<file path="src/rtl/slow_clock_monitor.sv">
// Samples a divided slow clock in the CLOCK_50 domain, emits rising-edge TICK strobes,
// measures each half-period and tracks lock / loss / fault status.
module slow_clock_monitor #(
    parameter int unsigned EXPECT_HALF = 5000001,
    parameter int unsigned TOL         = 16,
    parameter int unsigned LOCK_N      = 4,
    parameter int unsigned TIMEOUT     = 10000002,
    parameter int unsigned CNT_W       = 32
) (
    input  logic             CLOCK_50,
    input  logic             RESET,
    input  logic             SLOW_IN,
    output logic             TICK,
    output logic [CNT_W-1:0] HALF_PERIOD,
    output logic             LOCKED,
    output logic             FAULT,
    output logic [1:0]       STATE
);

    typedef enum logic [1:0] {
        SEARCH  = 2'd0,
        ACQUIRE = 2'd1,
        LOCK    = 2'd2,
        LOST    = 2'd3
    } state_t;

    localparam int unsigned      RUN_W    = $clog2(LOCK_N + 1);
    localparam logic [CNT_W-1:0] CNT_MAX  = CNT_W'(TIMEOUT - 1);
    localparam logic [CNT_W-1:0] HALF_LO  = CNT_W'(EXPECT_HALF - TOL);
    localparam logic [CNT_W-1:0] HALF_HI  = CNT_W'(EXPECT_HALF + TOL);
    localparam logic [RUN_W-1:0] LOCK_RUN = RUN_W'(LOCK_N);

    logic             s1, s2, s3;
    logic             rise, slow_edge;
    logic [CNT_W-1:0] cnt;
    logic [CNT_W-1:0] meas;
    logic             good, timeout;
    logic [RUN_W-1:0] run, run_nxt, run_inc;
    logic             fault, fault_nxt;
    logic             locked;
    logic             tick;
    logic [CNT_W-1:0] half_period;
    state_t           state, state_nxt;

    assign rise      = s2 & ~s3;
    assign slow_edge = s2 ^ s3;
    assign meas      = cnt + CNT_W'(1);
    assign good      = (meas >= HALF_LO) && (meas <= HALF_HI);
    // An edge cycle always clears cnt, so the edge takes precedence over timeout.
    assign timeout   = !slow_edge && (cnt == CNT_MAX);
    assign run_inc   = run + RUN_W'(1);

    always_comb begin
        state_nxt = state;
        run_nxt   = run;
        fault_nxt = fault;
        case (state)
            SEARCH, LOST: begin
                // First edge after idle has no valid start point; it is not judged.
                if (slow_edge) begin
                    state_nxt = ACQUIRE;
                    run_nxt   = '0;
                end
            end
            ACQUIRE: begin
                if (slow_edge) begin
                    if (good) begin
                        if (run_inc == LOCK_RUN) begin
                            state_nxt = LOCK;
                            run_nxt   = '0;
                        end else begin
                            run_nxt = run_inc;
                        end
                    end else begin
                        run_nxt = '0;
                    end
                end else if (timeout) begin
                    state_nxt = LOST;
                    run_nxt   = '0;
                    fault_nxt = 1'b1;
                end
            end
            LOCK: begin
                if (slow_edge) begin
                    if (!good) begin
                        state_nxt = ACQUIRE;
                        run_nxt   = '0;
                        fault_nxt = 1'b1;
                    end
                end else if (timeout) begin
                    state_nxt = LOST;
                    run_nxt   = '0;
                    fault_nxt = 1'b1;
                end
            end
            default: state_nxt = SEARCH;
        endcase
    end

    always_ff @(posedge CLOCK_50) begin
        if (!RESET) begin
            s1          <= 1'b0;
            s2          <= 1'b0;
            s3          <= 1'b0;
            tick        <= 1'b0;
            cnt         <= '0;
            half_period <= '0;
            run         <= '0;
            fault       <= 1'b0;
            locked      <= 1'b0;
            state       <= SEARCH;
        end else begin
            s1   <= SLOW_IN;
            s2   <= s1;
            s3   <= s2;
            tick <= rise;
            if (slow_edge) begin
                half_period <= meas;
                cnt         <= '0;
            end else if (cnt != CNT_MAX) begin
                cnt <= meas;
            end
            run    <= run_nxt;
            fault  <= fault_nxt;
            locked <= (state_nxt == LOCK);
            state  <= state_nxt;
        end
    end

    assign TICK        = tick;
    assign HALF_PERIOD = half_period;
    assign LOCKED      = locked;
    assign FAULT       = fault;
    assign STATE       = state;

endmodule

</file>
<file path="config.mk">
export PLATFORM = sky130hd
export DESIGN_NAME = slow_clock_monitor
export DESIGN_NICKNAME = d
export VERILOG_FILES = /design/src/rtl/slow_clock_monitor.sv
export SDC_FILE = /design/constraint.sdc
export NUM_CORES = 1
export LEC_CHECK = 0
export BUFFER_PORTS_ARGS = -buffer_cell sky130_fd_sc_hd__buf_2
export CAP_MARGIN = 0
export CORE_UTILIZATION = 30
export CTS_CLUSTER_SIZE = 24
export DETAILED_ROUTE_END_ITERATION = 8
export GPL_ROUTABILITY_DRIVEN = 0
export PLACE_DENSITY_LB_ADDON = 0.12
export REMOVE_ABC_BUFFERS = 1
export SYNTH_ARGS = -nofsm -noshare
export SYNTH_HDL_FRONTEND = slang
export SYNTH_SLANG_ARGS = --single-unit
</file>
<file path="constraint.sdc">
create_clock -name CLOCK_50 -period 2.9 [get_ports CLOCK_50]
set_clock_uncertainty 0.1 [all_clocks]
set_input_delay 0.145 -clock CLOCK_50 [delete_from_list [all_inputs] [get_ports CLOCK_50]]
set_output_delay 0.145 -clock CLOCK_50 [all_outputs]
set_load 0.005 [all_outputs]
</file>
# Word level (Yosys, flattened, before mapping)
# Index checks and enable logic that the tools add are counted.
# W data, S select, Z words.
[classes]
div = 0
n_shift = 0
order_cmp = 2
reduce_logical = 9
muxes = 21
n_bitwise = 4
eq_ne = 10
addsub = 2
n_mul = 0
[ops]
columns = ["op", "count"]
rows = [
  ["$add A32 B1 Y32 const B", 1],
  ["$eq A32 B24 Y1 const B", 1],
  ["$ge A32 B23 Y1 const B", 1],
  ["$le A32 B23 Y1 const B", 1],
  ["$ne A32 B24 Y1 const B", 1],
  ["$mux W3", 7],
  ["$mux W2", 7],
  ["$pmux W3 S3", 1],
  ["$eq A2 B2 Y1 const B", 3],
  ["$pmux W2 S3", 1],
  ["$mux W1", 4],
  ["$ne A2 B2 Y1 const B", 2],
  ["$reduce_or A2 Y1", 2],
  ["$add A3 B1 Y3 const B", 1],
  ["$eq A3 B3 Y1 const B", 1],
  ["$ne A3 B3 Y1 const B", 1],
  ["$reduce_and A3 Y1", 1],
  ["$eq A2 B1 Y1 const B", 1],
  ["$logic_and A1 B1 Y1", 2],
  ["$logic_not A2 Y1", 1],
  ["$not A1 Y1", 2],
  ["$pmux W1 S2", 1],
  ["$reduce_and A2 Y1", 1],
  ["$reduce_bool A2 Y1", 1],
  ["other kinds (3)", 3],
]
[totals]
ram_bits = 0
in_bits = 3
latchBits = 0
n_memories = 0
regBits = 75
mem_bits_ro = 0
wordCells = 58
output_inout_bits = 37

# Depth between registers and ports, before layout
# Gate-level depths: netlist (run 1).
[logic_depth]
word_depth = 7
depth_mapped = 11
mapped_depth_nobuf = 10

# Least setup slack after synthesis (run 1)
# No wires, ideal clock.
[synth_timing]
path_type = "reg2reg"
start = "register cnt[0]"
end = "register fault (netlist: FAULT)"
path_buffers = 1
period_less_slack_ps = 2945
stages_incl_launch_ff = 11
setup_slack_ps = -45
setup_time_ps = 117
required_ps = 2683
t_arrival_ps = 2727
cell_sequence = "dfxtp_1 -> ha_1 -> clkbuf_2 -> nand3_1 -> or3_4 -> or4_4 -> a22oi_2 -> nand4b_2 -> a211oi_4 -> nand3_1 -> a32o_1"
[synth_between]
elab_chain_cells = 5
elab_cells_between_ends = 12
cone_classes = "1 x add/sub; 2 x order compare; 2 x eq/ne; 4 x mux; 3 x reduce/logical"
[synth_lines]
columns = ["element", "line", "text"]
rows = [
  ["start: declaration", "35", "logic [CNT_W-1:0] cnt;"],
  ["start signal: assignment", "121", "cnt <= meas;"],
  ["$add A32 B1 Y32 or $eq A32 B24 Y1 (tied branches)", "47, 50", ""],
  ["$ge A32 B23 Y1 (tied with other cells)", "48", "assign good = (meas >= HALF_LO) && (meas <= HALF_HI);"],
  ["$logic_and A1 B1 Y1 or $mux W1 (tied branches)", "-", ""],
  ["$ne A3 B3 Y1 (no source line) (tied with other cells)", "-", ""],
  ["$reduce_and A3 Y1 (no source line) or $pmux W1 S2 (tied branches)", "-", ""],
  ["end signal: assignment", "124", "fault <= fault_nxt;"],
  ["end: declaration", "39", "logic fault, fault_nxt;"],
]
# Several ways; a longest one is shown, not always the timed one. The select of a mux whose other input is x is not followed.
# A chain may end at the register's enable or synchronous reset.

# Final worst setup path (run 1)
[layout_timing]
start = "register cnt[1]"
end = "register run[0]"
[layout_between]
elab_chain_cells = 6
elab_cells_between_ends = 13
cone_classes = "1 x add/sub; 2 x order compare; 2 x eq/ne; 5 x mux; 3 x reduce/logical"
[layout_lines]
columns = ["element", "line", "text"]
rows = [
  ["$add A32 B1 Y32", "47", "assign meas = cnt + CNT_W'(1);"],
  ["$ge A32 B23 Y1 or $le A32 B23 Y1 (tied branches)", "48", ""],
  ["$logic_and A1 B1 Y1", "48", ""],
  ["$mux W3", "67", "if (good) begin"],
  ["$mux W3", "66", "if (slow_edge) begin"],
  ["$pmux W3 S3", "57", "case (state)"],
  ["end signal: assignment", "123", "run <= run_nxt;"],
  ["end: declaration", "38", "logic [RUN_W-1:0] run, run_nxt, run_inc;"],
]
# Several ways; a longest one is shown, not always the timed one.

==> run_results.csv, run 1 <==
group,metric,value,unit
timing,relSlewSlack,62.9,%
clocking,cts_buffer_depth,2,
global_route,grt_pass1_vias,3383,
global_route,grt_pass1_wl,17900,µm
logic_synthesis,synthCells,475,
final_layout,nets,577,
flow_run,cap_viol_max_count,0,
floorplanning,num_rows,41,
route,drt-vias-per-instance,4.93,
critical_path,required,3.02,ns
global_route,grt_max_degree,26,
logic_synthesis,yosysTopAreaCellShare,38.2,%
logic_synthesis,synth_cell_types,63,
floorplanning,ios,40,
critical_path,critPathLaunch,"cnt[1]",
critical_path,cp.arrival,2.87,ns
floorplanning,dieHeight,117,µm
floorplanning,die_area,0.0136,mm²
place,dpl.cell_count,710,
hold_path,holdPathEnd,"TICK",
power_and_ir_drop,cellLeakagePower,2.14,nW
final_layout,drive_gt1_share,30.8,%
timing,rsz0062_at_grt,"true",
clocking,cts_root_buf,"clkbuf_16",
place,place_hpwl,8350,µm
clocking,clk_latency,0.34,ns
hold_path,min_path_cells,2,
hold_path,min-delay-start,"RESET",
route,dr.pass1.iters,4,
global_route,grt_usage,17.6,%
clocking,cts_tree,"yes",
logic_synthesis,yosys.area.top_type,"dfxtp_1",
logic_synthesis,synth_seq_cells,75,
floorplanning,core,0.0127,mm²
timing,tightest_slew,0.548,ns
logic_synthesis,avgSynthCellArea,8.28,µm²
clocking,cts_inserted_buffers,9,
final_layout,filler_cell_count,1347,
hold_path,hold_class,"primary input to flop",
clocking,clk_pin_slew_worst_paths,0.06,ns
timing,finalSetupTns,0,ns
critical_path,critical-path-top-delay-family,"compound AO/OA/AOI/OAI gates",
critical_path,r2r_setup_slack,0.16,ns
critical_path,path_buf_inv,3,
clocking,cts_max_level,3,
global_route,grt_overflow,0,
route,routedWlPerCell,15.1,µm
logic_synthesis,synthesis.area,0.00394,mm²
critical_path,start_kind,"flop",
clocking,clock-sinks,75,
timing,timing.hold.ws,0.0752,ns
critical_path,slowest_stage,"dfxtp_4",
outcome,outcome,"finished clean",
critical_path,worstPathCellList,"ha_4 -> nand3_4 -> buf_6 -> buf_4 -> o31a_1 -> a31oi_2 -> a21boi_0 -> and4_2 -> a32o_2 -> buf_4 -> a41oi_1 -> o31ai_2",
critical_path,end_kind,"flop",
timing,period_share,94.5,%
floorplanning,initial_core_util,30.9,%
global_route,antenna_found_initial,0,
final_layout,final_util,41.6,%
critical_path,cp_max_fo,4,
critical_path,crit_type,"flop to flop",
final_layout,fin_cells,741,
route,drt_iter0_drc,188,
critical_path,critPathMaxStageDelay,0.37,ns
critical_path,reg2reg_depth,12,
power_and_ir_drop,ir_drop,0.226,mV
critical_path,r2r-end,"run[0]",
timing,hold_viol,0,
logic_synthesis,synth_edf_count,0,
final_layout,areaGrowthSynthToFinish,34.5,%
logic_synthesis,synth.area.top_cells,"dfxtp_1 (38%), nor2_1 (8.6%), xnor2_1 (4.9%), xor2_1 (3.8%), a211oi_1 (3.6%)",
route,drc,0,
timing,finalMaxSlewViolations,0,
route,wirelength,11200,µm
logic_synthesis,synth_ff_type,"dfxtp_1",
place,portBuffers,39,
logic_synthesis,yosysSeqAreaShare,38.2,%
timing,fmax,365,MHz
route,dr_total_vias,3652,
route,ant_nets,0,
final_layout,insertedDiodeCount,0,
logic_synthesis,synth_async_sr_flop_share,0,%
timing,finalSetupViolations,0,
logic_synthesis,synth_warnings,0,
power_and_ir_drop,p_per_area,485,mW/mm²
floorplanning,die_w,117,µm
timing,fin_crit,2.74,ns
critical_path,worstReg2RegStart,"cnt[1]",
critical_path,crit_path_frequent_cell,"buf_4",
report_power, final:
group	total (mW)	switching [mW]	internal [mW]	leakage [nW]
registers	1.07	0.0157	1.06	0.615
logic	0.162	0.0976	0.0641	1.35
clock network	1.34	0.427	0.909	0.179
total	2.57	0.540	2.03	2.14
worst reg2reg max path: stages (launching register included):
cell,delay [ns]
dfxtp_4,0.37
ha_4,0.15
nand3_4,0.09
buf_6,0.13
buf_4,0.13
o31a_1,0.24
a31oi_2,0.27
a21boi_0,0.16
and4_2,0.28
a32o_2,0.28
buf_4,0.16
a41oi_1,0.18
o31ai_2,0.09
stage by stage:
| stage | total power, mW | setup slack, ns | cell area (µm²) |
|---|---|---|---|
| 6_report | 2.57 | 0.159 | 5290 |
| 5_1_grt | 2.68 | -0.00646 | 5290 |
| 4_1_cts | 2.61 | 0.00723 | 5000 |
| 2_1_floorplan | 1.18 | -0.376 | 3790 |
| 3_5_place_dp | 1.25 | 0.0230 | 4630 |
| 3_3_place_gp | 1.25 | 0.0208 | 4630 |
cells by family (layout without fill, tap and decap cells):
group,Yosys count,count (layout),share of synthesized area [%]
fa+ha+maj,10,10,3.18
mux,3,3,0.763
buf+inv,49,143,5.21
compound gates,79,79,14.7
xor+xnor,39,39,8.68
flops,75,75,38.2
simple gates,220,220,29.3
state kept, by name, indices dropped and copies added (netlist names):
register     flops
FAULT            1
HALF_PERIOD     32
LOCKED           1
STATE            2
TICK             1
cnt             32
run              3
s1               1
s2               1
s3               1
routing by layer:
| metal | global-route usage [%] | vias up | wire, µm |
|---|---|---|---|
| met2 | 27.7 | 86 | 4960 |
| met4 | 7.93 | 0 | 189 |
| met3 | 3.27 | 12 | 454 |
| li1 | - | 1847 | - |
| met5 | 0 | - | 0 |
| met1 | 23.2 | 1707 | 5570 |
cell usage after synthesis, types with 2 or more instances:
| cell type | instances |
|---|---|
| o21a_1 | 2 |
| nand4_4 | 2 |
| o31ai_1 | 2 |
| or2_2 | 2 |
| inv_1 | 14 |
| a21oi_1 | 16 |
| a31oi_1 | 5 |
| nor2b_1 | 3 |
| and3_1 | 7 |
| and4_1 | 5 |
| dfxtp_1 | 75 |
| nor4b_1 | 5 |
| a31o_2 | 4 |
| nand2_1 | 29 |
| a41oi_1 | 4 |
| and2_1 | 11 |
| buf_2 | 9 |
| xor2_1 | 17 |
| o21ai_1 | 2 |
| or4_1 | 3 |
| nor4_1 | 7 |
| o21ai_0 | 6 |
| nand3_1 | 16 |
| buf_1 | 3 |
| a21boi_0 | 2 |
| clkbuf_1 | 17 |
| nor3b_1 | 3 |
| a211oi_1 | 19 |
| mux2i_1 | 3 |
| xnor2_1 | 22 |
| nand4b_1 | 2 |
| buf_4 | 2 |
| nand4_1 | 14 |
| a221oi_1 | 2 |
| clkbuf_2 | 2 |
| nor3_1 | 11 |
| nor2_1 | 90 |
| o211ai_1 | 3 |
| ha_1 | 10 |
area by class of cell:
class	count	area, µm²	share of cell area (%)
inverters	16	60.1	1.13
flip-flops and latches	75	1520	28.8
multi-input cells	351	2370	44.9
repair buffers	111	757	14.3
clock buffers	12	267	5.04
well taps	172	215	4.07
clock inverters	4	95.1	1.80
repair_timing:
action	in CTS	in global routing
resized for setup	0	47
buffers inserted	0	15
endpoints found under the hold margin	1	0
hold buffers	1	0
endpoints found under the setup margin	0	7
placed cells by master, fill, tap and decap left out, types with 5 or more instances in the layout:
cell type  instances
a211oi_1          19
a21oi_1           16
and2_1            11
and3_1             7
buf_2             39
buf_4             67
clkbuf_16          9
dfxtp_1           63
dfxtp_2            9
ha_1               9
inv_1             14
nand2_1           29
nand3_1           15
nand4_1           14
nor2_1            90
nor3_1             7
nor4b_1            5
o21ai_0            5
xnor2_1           21
xor2_1            15
worst max-delay path by stage:
stage	to	slack, ns	cells after the start
floorplan	LOCKED	-0.38	9
global placement	LOCKED	0.02	9
detailed placement	LOCKED	0.02	9
CTS	LOCKED	0.007	9
global route	FAULT	-0.006	12
finish	run[0]	0.16	12
Power figures use the tool's default switching activity.
==> run 2: changes to the inputs <==
==> constraint.sdc (replaced) <==
create_clock -name CLOCK_50 -period 3.01 [get_ports CLOCK_50]
set_clock_uncertainty 0.1 [all_clocks]
set_input_delay 0.1505 -clock CLOCK_50 [delete_from_list [all_inputs] [get_ports CLOCK_50]]
set_output_delay 0.1505 -clock CLOCK_50 [all_outputs]
set_load 0.005 [all_outputs]
==> run 2 against run 1 <==
Compared with the run above: register-to-register slack hardly changed; non-clock buffer count fell by 23; cell area shrank 6.0%; via count down 0.68%; maximum frequency shrank 4.0%; power decreased by 10%; core utilization shrank 2.5 points; worst setup slack got worse by 0.0042 ns.
==> run_results.csv, run 2 (synthesis results as in run 1) <==
group,metric,value,unit
outcome,outcome,"finished clean",
timing,finalMaxSlewViolations,0,
global_route,grt_overflow,0,
route,wirelength,11400,µm
floorplanning,die_w,117,µm
timing,relSlewSlack,61.8,%
flow_run,cap_viol_max_count,0,
clocking,clock-sinks,75,
clocking,cts_inserted_buffers,9,
clocking,cts_buffer_depth,2,
clocking,cts_tree,"yes",
final_layout,drive_gt1_share,25.1,%
timing,fmax,350,MHz
critical_path,cp.arrival,2.98,ns
power_and_ir_drop,power_switching,515,µW
floorplanning,ios,40,
timing,period_share,94.9,%
final_layout,insertedDiodeCount,0,
clocking,cts_max_level,3,
floorplanning,initial_core_util,30.9,%
clocking,cts_root_buf,"clkbuf_16",
global_route,antenna_found_initial,0,
timing,finalSetupTns,0,ns
final_layout,nets,554,
critical_path,crit_type,"flop to flop",
route,dr_total_vias,3627,
floorplanning,dieHeight,117,µm
power_and_ir_drop,cellLeakagePower,1.96,nW
final_layout,areaGrowthSynthToFinish,26.4,%
global_route,grt_pass1_wl,18500,µm
timing,hold_viol,0,
global_route,grt_usage,18.2,%
power_and_ir_drop,seqPwrFrac,44.7,%
route,dr.pass1.iters,4,
route,routedWlPerCell,15.8,µm
critical_path,required,3.14,ns
timing,rsz0062_at_grt,"false",
route,ant_nets,0,
global_route,grt_pass1_vias,3439,
place,place_hpwl,8410,µm
route,drt-vias-per-instance,5.06,
clocking,clk_latency,0.34,ns
critical_path,cp_max_fo,5,
route,drt_iter0_drc,166,
timing,finalSetupViolations,0,
final_layout,ff_latch_area,0.00151,mm²
power_and_ir_drop,p_per_area,464,mW/mm²
final_layout,layout_commonest_cell,"nor2_1",
floorplanning,core,0.0127,mm²
power_and_ir_drop,comb_power_share,6.6,%
critical_path,start_kind,"flop",
timing,timing.hold.ws,0.0689,ns
floorplanning,num_rows,41,
power_and_ir_drop,internal_power,1.80,mW
place,portBuffers,39,
place,dpl_cell_area,0.00453,mm²
timing,tightest_slew,0.565,ns
final_layout,most-common-layout-cells,"nor2_1 (90), dfxtp_1 (70), buf_4 (48)",
hold_path,hold_class,"primary input to flop",
power_and_ir_drop,clkPwrFrac,48.8,%
final_layout,multiInputGateArea,0.00232,mm²
route,drc,0,
final_layout,filler_cell_count,1358,
clocking,clk_pin_slew_worst_paths,0.06,ns
floorplanning,die_area,0.0136,mm²
power_and_ir_drop,p_sw_share,22.3,%
final_layout,postLayoutCellArea,0.00497,mm²
power_and_ir_drop,ir_drop,0.276,mV
global_route,grt_max_degree,29,
critical_path,end_kind,"flop",
timing,fin_crit,2.86,ns
## run 2: cell types whose count changed in the layout (fill, tap and decap cells not counted), moves of 2 or more
cell      before  now
buf_4         67   48
buf_6          3    0
clkbuf_8       3    0
dfxtp_2        9    4
nor3_1         7   11
nor3_2         4    1
dfxtp_1       63   70
dfxtp_4        3    1
## run 2: worst max-delay path, cell delays in order, from the launching register on
cell      delay, ns
dfxtp_4        0.36
ha_2           0.17
nand3_1        0.10
or3_4          0.38
or4_4          0.56
a22oi_2        0.18
nand4b_2       0.15
a211oi_4       0.36
nand3_1        0.12
a32o_1         0.26
## run 2: what timing repair did
action / 4_1_cts / 5_1_grt
hold endpoints to repair: 1 / 0
setup endpoints to repair: 1 / 7
hold buffers: 1 / 0
gates resized for setup: 1 / 21
pin swaps: 0 / 3
setup buffers: 0 / 4
## run 2: through the flow
step           total power, mW  cells  setup slack (ns)  utilization [%]
2_1_floorplan             1.14    442            -0.266                -
6_report                  2.31    717             0.155             39.1
3_3_place_gp              1.20    697            0.0516             35.6
3_5_place_dp              1.21    697           0.00296             35.6
4_1_cts                   2.35    713            0.0136             38.1
5_1_grt                   2.41    717           0.00403             39.1
## run 2: power groups by stage
stage          registers (mW)  logic (mW)  clock network, mW
2_1_floorplan            1.06      0.0801                  0
3_3_place_gp             1.05       0.152                  0
3_5_place_dp             1.05       0.152                  0
4_1_cts                  1.03       0.154               1.16
5_1_grt                  1.04       0.174               1.20
6_report                 1.03       0.152               1.13
## run 2: layout make-up
cell class	instances	area share, %
tap	172	4.33
clock buffer	10	4.60
inverter	16	1.21
sequential	75	30.4
clock inverter	5	1.58
timing repair buffer	88	11.4
multi-input combinational	351	46.6
## run 2: layer usage
layer / track usage (%) / up-vias / wire length [µm]
li1: - / 1808 / -
met1: 24.0 / 1710 / 5500
met4: 7.93 / 0 / 242
met5: 0 / - / 0
met2: 28.6 / 88 / 5120
met3: 3.68 / 21 / 490
## run 2: path summary, 6_finish.rpt
path	start	to	slack [ns]	depth (start not counted)
worst max-delay path	cnt[1]	FAULT	0.15	9
worst min-delay path	RESET	s2	0.07	2
worst max register to register	cnt[1]	FAULT	0.15	9
worst min register to register	s1	s2	0.33	1
